$ cat src/rtl/bus68k_pkg.sv
// bus68k_pkg: shared state type and bus widths
// for the multi-master 68k bus arbiter.
package bus68k_pkg;

  typedef enum logic [1:0] {
    IDLE,
    GRANT,
    RELEASE
  } arb_state_e;

  localparam int MODE_FIXED = 0;
  localparam int MODE_RR    = 1;

  localparam int ADDR_W = 23;
  localparam int DATA_W = 16;

endpackage

$ cat src/rtl/bus68k_rr_pick.sv
// bus68k_rr_pick: first set request at or after
// start, wrapping modulo N; one-hot result.
module bus68k_rr_pick #(
  parameter int N = 2
) (
  input  logic [N-1:0]         req,
  input  logic [$clog2(N)-1:0] start,
  output logic [N-1:0]         grant
);

  localparam int IW = $clog2(N);

  logic [IW:0] idx;
  logic        found;

  always_comb begin
    grant = '0;
    found = 1'b0;
    idx   = '0;
    for (int i = 0; i < N; i++) begin
      idx = {1'b0, start} + (IW+1)'(i);
      if (idx >= (IW+1)'(N))
        idx = idx - (IW+1)'(N);
      if (!found && req[idx[IW-1:0]]) begin
        grant[idx[IW-1:0]] = 1'b1;
        found = 1'b1;
      end
    end
  end

endmodule

$ cat src/rtl/bus68k_arbiter.sv
// bus68k_arbiter: N-master 68k bus arbiter with fixed or
// round-robin selection and a bus-error timeout.
module bus68k_arbiter
  import bus68k_pkg::*;
#(
  parameter int NUM_MASTERS    = 2,
  parameter int MODE           = 0,
  parameter int TIMEOUT_CYCLES = 1023
) (
  input  logic                               clk,
  input  logic                               reset,
  input  logic [NUM_MASTERS-1:0]             m_as,
  input  logic [NUM_MASTERS-1:0]             m_write_strobe,
  input  logic [NUM_MASTERS-1:0]             m_uds,
  input  logic [NUM_MASTERS-1:0]             m_lds,
  input  logic [NUM_MASTERS-1:0][ADDR_W-1:0] m_addr,
  input  logic [NUM_MASTERS-1:0][DATA_W-1:0] m_data_out,
  output logic [NUM_MASTERS-1:0]             m_bus_ack,
  output logic [NUM_MASTERS-1:0]             m_berr,
  output logic [DATA_W-1:0]                  m_data_in,
  output logic                               s_as,
  output logic                               s_write_strobe,
  output logic                               s_uds,
  output logic                               s_lds,
  output logic [ADDR_W-1:0]                  s_addr,
  output logic [DATA_W-1:0]                  s_data_out,
  input  logic                               s_bus_ack,
  input  logic [DATA_W-1:0]                  s_data_in,
  output logic [NUM_MASTERS-1:0]             grant
);

  localparam int IW = $clog2(NUM_MASTERS);
  localparam int CW = (TIMEOUT_CYCLES > 0) ?
                      $clog2(TIMEOUT_CYCLES + 1) : 1;
  localparam logic [CW-1:0] CMAX = CW'(TIMEOUT_CYCLES);

  arb_state_e             state_q, state_d;
  logic [NUM_MASTERS-1:0] grant_q, grant_d;
  logic [IW-1:0]          last_q, last_d;
  logic [CW-1:0]          cnt_q, cnt_d;

  logic [NUM_MASTERS-1:0] pick_grant;
  logic [IW-1:0]          pick_idx;
  logic [IW-1:0]          rr_start;
  logic [IW-1:0]          start;
  logic                   g_as;
  logic                   tmo;
  logic                   in_grant;
  logic                   active;

  assign rr_start = (last_q == IW'(NUM_MASTERS - 1)) ?
                    '0 : last_q + 1'b1;
  assign start    = (MODE == MODE_RR) ? rr_start : '0;

  bus68k_rr_pick #(
    .N(NUM_MASTERS)
  ) u_pick (
    .req  (m_as),
    .start(start),
    .grant(pick_grant)
  );

  always_comb begin
    pick_idx = '0;
    for (int i = 0; i < NUM_MASTERS; i++)
      if (pick_grant[i]) pick_idx = IW'(i);
  end

  // last_q doubles as the index of the current owner
  assign g_as     = m_as[last_q];
  assign tmo      = (TIMEOUT_CYCLES != 0) && (cnt_q == CMAX);
  assign in_grant = (state_q == GRANT);
  assign active   = (state_q != IDLE);

  always_comb begin
    state_d = state_q;
    grant_d = grant_q;
    last_d  = last_q;
    cnt_d   = cnt_q;
    unique case (state_q)
      IDLE: begin
        if (|m_as) begin
          state_d = GRANT;
          grant_d = pick_grant;
          last_d  = pick_idx;
          cnt_d   = '0;
        end
      end
      GRANT: begin
        if (cnt_q != CMAX) cnt_d = cnt_q + 1'b1;
        if (s_bus_ack || tmo) begin
          state_d = RELEASE;
        end else if (!g_as) begin
          state_d = IDLE;
          grant_d = '0;
        end
      end
      RELEASE: begin
        if (!g_as) begin
          state_d = IDLE;
          grant_d = '0;
        end
      end
      default: begin
        state_d = IDLE;
        grant_d = '0;
      end
    endcase
  end

  always_ff @(posedge clk) begin
    if (reset) begin
      state_q <= IDLE;
      grant_q <= '0;
      last_q  <= IW'(NUM_MASTERS - 1);
      cnt_q   <= '0;
    end else begin
      state_q <= state_d;
      grant_q <= grant_d;
      last_q  <= last_d;
      cnt_q   <= cnt_d;
    end
  end

  assign grant     = grant_q;
  assign m_data_in = s_data_in;

  // an interrupted owner must not see a late ack or berr
  assign m_bus_ack = (in_grant && s_bus_ack && !reset) ?
                     grant_q : '0;
  assign m_berr    = (in_grant && tmo && !s_bus_ack && !reset) ?
                     grant_q : '0;

  assign s_as           = in_grant && g_as && !tmo;
  assign s_write_strobe = active && m_write_strobe[last_q];
  assign s_uds          = active && m_uds[last_q];
  assign s_lds          = active && m_lds[last_q];
  assign s_addr         = active ? m_addr[last_q] : '0;
  assign s_data_out     = active ? m_data_out[last_q] : '0;

endmodule
$ cat config.mk
export PLATFORM = sky130hd
export DESIGN_NAME = bus68k_arbiter
export DESIGN_NICKNAME = d
export VERILOG_FILES = /design/src/rtl/bus68k_pkg.sv /design/src/rtl/bus68k_rr_pick.sv /design/src/rtl/bus68k_arbiter.sv
export SDC_FILE = /design/constraint.sdc
export NUM_CORES = 1
export LEC_CHECK = 0
export CAP_MARGIN = 5
export CELL_PAD_IN_SITES_DETAIL_PLACEMENT = 1
export CELL_PAD_IN_SITES_GLOBAL_PLACEMENT = 1
export CORE_UTILIZATION = 20
export DETAILED_ROUTE_END_ITERATION = 16
export GPL_ROUTABILITY_DRIVEN = 0
export GPL_TIMING_DRIVEN = 0
export PLACE_DENSITY_LB_ADDON = 0.1
export SYNTH_ARGS = -nofsm -noshare
export SYNTH_HDL_FRONTEND = slang
export SYNTH_HIERARCHICAL = 1
export SYNTH_SLANG_ARGS = --single-unit
$ cat constraint.sdc
create_clock -name clk -period 2.27 [get_ports clk]
set_input_delay 0.454 -clock clk [delete_from_list [all_inputs] [get_ports clk]]
set_output_delay 0.454 -clock clk [all_outputs]
set_load 0.1 [all_outputs]
# After elaboration in Yosys (flattened, before gate mapping)
# Index checks and enable logic that the tools add are counted.
[word_totals]
register_bits = 15
latch_bits = 0
ramBits = 0
romBits = 0
out_inout_bits = 65
n_memories = 0
[classes]
n_addsub = 1
n_mul = 0
div = 0
n_lt_le_gt_ge = 1
eq_ne = 7
n_shift = 0
muxes = 31
n_bitwise = 0
n_reduce_logical = 23
[ops]
columns = ["operator", "count"]
rows = [
  ["23-bit 2-to-1 mux", 3],
  ["16-bit 2-to-1 mux", 3],
  ["10-bit 2-to-1 mux", 2],
  ["10-bit one-hot mux with 2 select lines", 1],
  ["2-bit 2-to-1 mux", 9],
  ["2-bit one-hot mux with 3 select lines", 2],
  ["1-bit logical AND", 11],
  ["1-bit 2-to-1 mux", 11],
  ["10-bit by 1-bit adder with 10-bit output (second input constant)", 1],
  ["10-bit equality test (second input constant)", 1],
  ["10-bit inequality test (second input constant)", 1],
  ["1-bit zero test", 4],
  ["2-bit inequality test (second input constant)", 2],
  ["2-bit AND reduction", 2],
  ["2-bit nonzero test", 2],
  ["3-bit AND reduction", 1],
  ["2-bit by 1-bit equality test with 1-bit output (second input constant)", 1],
  ["2-bit equality test (second input constant)", 1],
  ["2-bit zero test", 1],
  ["1-bit by 2-bit < comparator with 1-bit output (second input constant)", 1],
  ["2-bit by 1-bit inequality test with 1-bit output (second input constant)", 1],
  ["2-bit OR reduction", 1],
  ["1-bit logical OR", 1],
]

# Longest topological paths before layout
[depth]
ltp_word = 6
depth_mapped = 8

# By module
# Netlist, hierarchy kept.
[by_module_without_submodules]
columns = ["mod", "instances", "cells_each", "area_each_um2"]
rows = [
  ["bus68k_arbiter", 1, 228, 1765.4],
  ["bus68k_rr_pick", 1, 3, 18.8],
]

# Worst setup path before layout
# No wires, ideal clock.
[synth_path]
path_type = "register to output"
from = "reg state_q[0]"
to = "out s_addr[0]"
t_arrival_ps = 2259
slack_ps = -443
path_stages_with_launch = 6
cell_sequence = "dfxtp_1 > inv_1 > ha_1 > buf_2 > clkbuf_1 > nor2_1"
[synth_via]
elab_chain_len = 2
[synth_lines]
columns = ["item", "line_no", "text"]
rows = [
  ["start, declared", "bus68k_arbiter.sv:37", "arb_state_e state_q, state_d;"],
  ["start signal, assigned", "bus68k_arbiter.sv:118", "state_q <= state_d;"],
  ["2-bit nonzero test", "bus68k_arbiter.sv:73", "assign active = (state_q != IDLE);"],
  ["23-bit 2-to-1 mux", "bus68k_arbiter.sv:138", "assign s_addr = active ? m_addr[last_q] : '0;"],
  ["end, declared", "bus68k_arbiter.sv:25", "output logic [ADDR_W-1:0] s_addr,"],
]
# Every way passes these cells.

# Worst setup path after layout
[layout_path]
from = "in m_as[0]"
to = "out s_as"
[layout_via]
elab_chain_len = 4
[layout_lines]
columns = ["item", "line_no", "text"]
rows = [
  ["start, declared", "bus68k_arbiter.sv:12", "input logic [NUM_MASTERS-1:0] m_as,"],
  ["1-bit 2-to-1 mux (implied by the code) (2 in series)", "bus68k_arbiter.sv:70", "assign g_as = m_as[last_q];"],
  ["1-bit logical AND (2 in series)", "bus68k_arbiter.sv:134", "assign s_as = in_grant && g_as && !tmo;"],
  ["end, declared", "bus68k_arbiter.sv:21", "output logic s_as,"],
]
# Every way passes these cells. The select of a mux whose other input is x is not followed.

==> run summary <==
The flow ran to the end, and the final reports show no timing, DRC or antenna violations. The total detailed-routing wirelength came out at 7350 um. The highest clock rate is 458 MHz. The number of clock sinks came out at 15.

The worst setup path is of the primary input to output pin kind. The relative slew slack came out at 35.1%. The number of detailed-routing iterations run before antenna repair came out at 4.

In the final routed layout, each cell accounts on average for 14.8 um. The required arrival time at the worst endpoint came out at 1820 ps. At the pin with the least slew margin, the transition time is 970 ps. The aggregate global routing overflow came out at 0. The clock transition at the register clock pins on the worst setup and hold paths after CTS came out at 70 ps. After detailed routing, the wire length on met1 is 2790 um. The number of setup violations in the final report is 0.

The min-delay analysis places its worst path in the category register to register. The first-pass GRT wire length is 11,000 um. Port buffering added 153 buffers.

The number of violations of the max-capacitance limit is 0. For this design the static power due to leakage is 1.67 nW. In this run the power density over the cells is 589 nW/um2.

The number of enable-type register cells in the synthesized netlist is 0. The leading register cell type out of synthesis is sky130_fd_sc_hd__dfxtp_1. The max-slew violation count is 0. The DRC violation count after routing came out at 0.

In the routed layout, each cell is associated on average with a via count of 4.59. TritonCTS built the clock tree. The core occupancy in the finished layout came out at 41.6%. The clock network fraction of total power is 10.7%. The final worst setup slack is 84.6 ps. In the detailed route, the total length drawn on met2 is 3670 um.

The number of antenna diodes came out at 0. The number of hold violations in the final report came out at 0. The detailed router's first-iteration violation count came out at 54.

The detailed placer's ending HPWL came out at 6210 um. The area enclosed by the die boundary is 9300 um2. Of the cells placed in the final design, the portion with a size suffix greater than 1 is 27.0%. The overall die height is 96.5 um.

The clock tree buffer depth came out at 2. Yosys printed 6 warnings. The worst endpoint data arrival time came out at 1730 ps. The completed layout was analyzed and its total power is 2.13 mW.

The proportion of power drawn by flip-flops and latches came out at 13.5%. The instance count of the mapped netlist came out at 231. The netlist area before placement came out at 1780 um2. The via count of the first global-routing pass came out at 2,226. The worst path uses 96.3% of the clock period. The pin count of the biggest net entering global routing is 11. Ranked by total cell area, the synthesized netlist is headed by sky130_fd_sc_hd__mux2i_1, sky130_fd_sc_hd__dfxtp_1, sky130_fd_sc_hd__nor2_1. The area share of the largest cell type after synthesis is 26.4%. The standard-cell row count is 34.

The number of top-level pins is 170. VDD sags by at most 0.000292 V. The root buffer cell chosen for the clock tree is sky130_fd_sc_hd__clkbuf_8. The number of placed instances, taps included is 493.

The global-route total usage across every layer is 15.5%. For this block, the via count after detailed routing is 2,279. The final critical delay including setup and external delays is 2190 ps. In this run the remaining antenna-violating nets after routing total 0.

The worst setup path is captured at an output pin. The power dissipated by switching net loads is 1.23 mW. The mean post-synth cell area is 7.72 um2. The number of clock buffers inserted by TritonCTS is 3. The total number of nets in the final design is 500.

The sequential share of the synthesized area is 16.8%. The share of total power in combinational logic is 75.9%. The pre-CTS worst setup slack came out at -967 ps. Counting flops with an async set or reset pin after synthesis yields a share of 0%. The layout-stage area growth over the synthesis result is 102%. The met3 layer wire length in the routed design came out at 835 um.

The effective utilization at floorplan is 20.6%. The largest total area in the synthesized netlist belongs to sky130_fd_sc_hd__mux2i_1. The net switching share of the total power is 57.7%. The H-tree depth came out at 1. The uppermost signal routing layer after detailed routing is met4. The worst clock skew on the final layout is 5.31 ps. The die is 96.5 um wide.

The flip-flop and latch count after synthesis came out at 15. The unique cell type count in the Yosys netlist is 45. The critical path startpoint category is a primary input. The cell-internal power came out at 0.900 mW. The initial antenna violation count came out at 0. The post-CTS setup buffer count came out at 0. The number of standard cells in the layout, taps in and fillers out is 497.

The clock reaches the later pin of the worst-skew pair after 250 ps. The standard cell core area is 8680 um2. The largest driver fanout on the critical path came out at 7.
==> flip-flops by register name (all words and copies together) (netlist names) <==
name,flops
cnt_q,10
state_q,2
last_q,1
grant,2
==> cell type report <==
| cell class | count | area, um2 |
|---|---|---|
| Tap cell | 108 | 135 |
| Multi-Input combinational cell | 181 | 1310 |
| Timing Repair Buffer | 153 | 1580 |
| Sequential cell | 15 | 304 |
| Buffer | 29 | 201 |
| Fill cell | 1059 | 5070 |
| Inverter | 7 | 28.8 |
| Clock buffer | 4 | 45.0 |
==> stage by stage <==
stage	area (um2)	hold slack (ps)	TNS, ps
global route	3610	523	-3.82
finish	3610	486	0
floorplan	1790	451	-18170
global placement	3460	472	-30110
detailed placement	3460	481	-30620
CTS	3500	490	-7.28
==> per-layer routing <==
metal / vias up / global-route usage [%]
li1: 1121 / -
met1: 1060 / 17.4
met2: 94 / 26.7
met3: 4 / 7.04
met4: 0 / 3.43
met5: - / 0
==> power groups by stage <==
| stage | clock (mW) | combinational, mW | sequential [mW] |
|---|---|---|---|
| after floorplan | 0 | 1.11 | 0.311 |
| after global placement | 0 | 1.57 | 0.291 |
| after detailed placement | 0 | 1.57 | 0.292 |
| after CTS | 0.231 | 1.59 | 0.285 |
| after global routing | 0.243 | 1.69 | 0.289 |
| final | 0.227 | 1.61 | 0.287 |
==> logic make-up (layout without fill, tap and decap cells) <==
| group | count (synthesis) | count (layout) | share of synthesized area (%) |
|---|---|---|---|
| AO/OA/AOI/OAI | 29 | 29 | 12.0 |
| AND/OR/NAND/NOR | 97 | 97 | 28.4 |
| other | 1 | 2 | 0.210 |
| adder cells (fa/ha/maj) | 5 | 5 | 3.51 |
| buffers and inverters | 36 | 193 | 11.9 |
| multiplexers | 48 | 48 | 27.2 |
| flip-flops | 15 | 15 | 16.8 |
==> synthesized netlist by cell type, drive strengths merged, types with 6 or more instances <==
master / number
nand2: 12
inv: 7
a21oi: 8
nor2: 45
nor4: 7
dfxtp: 15
buf: 24
nand2b: 6
mux2i: 47
==> worst paths after layout <==
kind	start	endpoint	slack, ps	depth (start not counted)
worst max register to register	state_q[0]	cnt_q[8]	450	8
worst min-delay path	cnt_q[4]	cnt_q[4]	490	2
worst max-delay path	m_as[0]	s_as	80	4
worst min register to register	cnt_q[4]	cnt_q[4]	490	2
==> cells in the final DEF, fill, tap and decap left out, types with 3 or more instances in the layout <==
cell / netlist / routed
sky130_fd_sc_hd__nor4_1: 5 / 4
sky130_fd_sc_hd__nor2_1: 45 / 41
sky130_fd_sc_hd__ha_1: 5 / 4
sky130_fd_sc_hd__buf_4: 16 / 26
sky130_fd_sc_hd__or4_1: 4 / 4
sky130_fd_sc_hd__buf_12: 0 / 3
sky130_fd_sc_hd__and3_2: 1 / 3
sky130_fd_sc_hd__nand2_1: 12 / 12
sky130_fd_sc_hd__a21oi_1: 8 / 8
sky130_fd_sc_hd__inv_1: 6 / 6
sky130_fd_sc_hd__buf_6: 1 / 36
sky130_fd_sc_hd__nand2b_1: 6 / 6
sky130_fd_sc_hd__clkbuf_8: 0 / 3
sky130_fd_sc_hd__mux2i_1: 47 / 47
sky130_fd_sc_hd__clkdlybuf4s50_1: 0 / 104
sky130_fd_sc_hd__a21boi_1: 3 / 3
sky130_fd_sc_hd__nor2_2: 0 / 4
sky130_fd_sc_hd__nand4_1: 4 / 4
sky130_fd_sc_hd__dfxtp_2: 0 / 3
sky130_fd_sc_hd__o21ai_0: 3 / 3
sky130_fd_sc_hd__buf_2: 7 / 10
sky130_fd_sc_hd__dfxtp_1: 15 / 12
sky130_fd_sc_hd__and2_2: 1 / 3
==> worst max-delay path, stage by stage <==
cell and delay, ps:
sky130_fd_sc_hd__clkdlybuf4s50_1 510, sky130_fd_sc_hd__mux2_4 350, sky130_fd_sc_hd__and3_1 180, sky130_fd_sc_hd__buf_4 230
==> what timing repair did <==
action,CTS,global route
resized for setup,314,40
endpoints found under the setup margin,47,48
hold buffers,0,0
(Power assumes the default switching activity.)
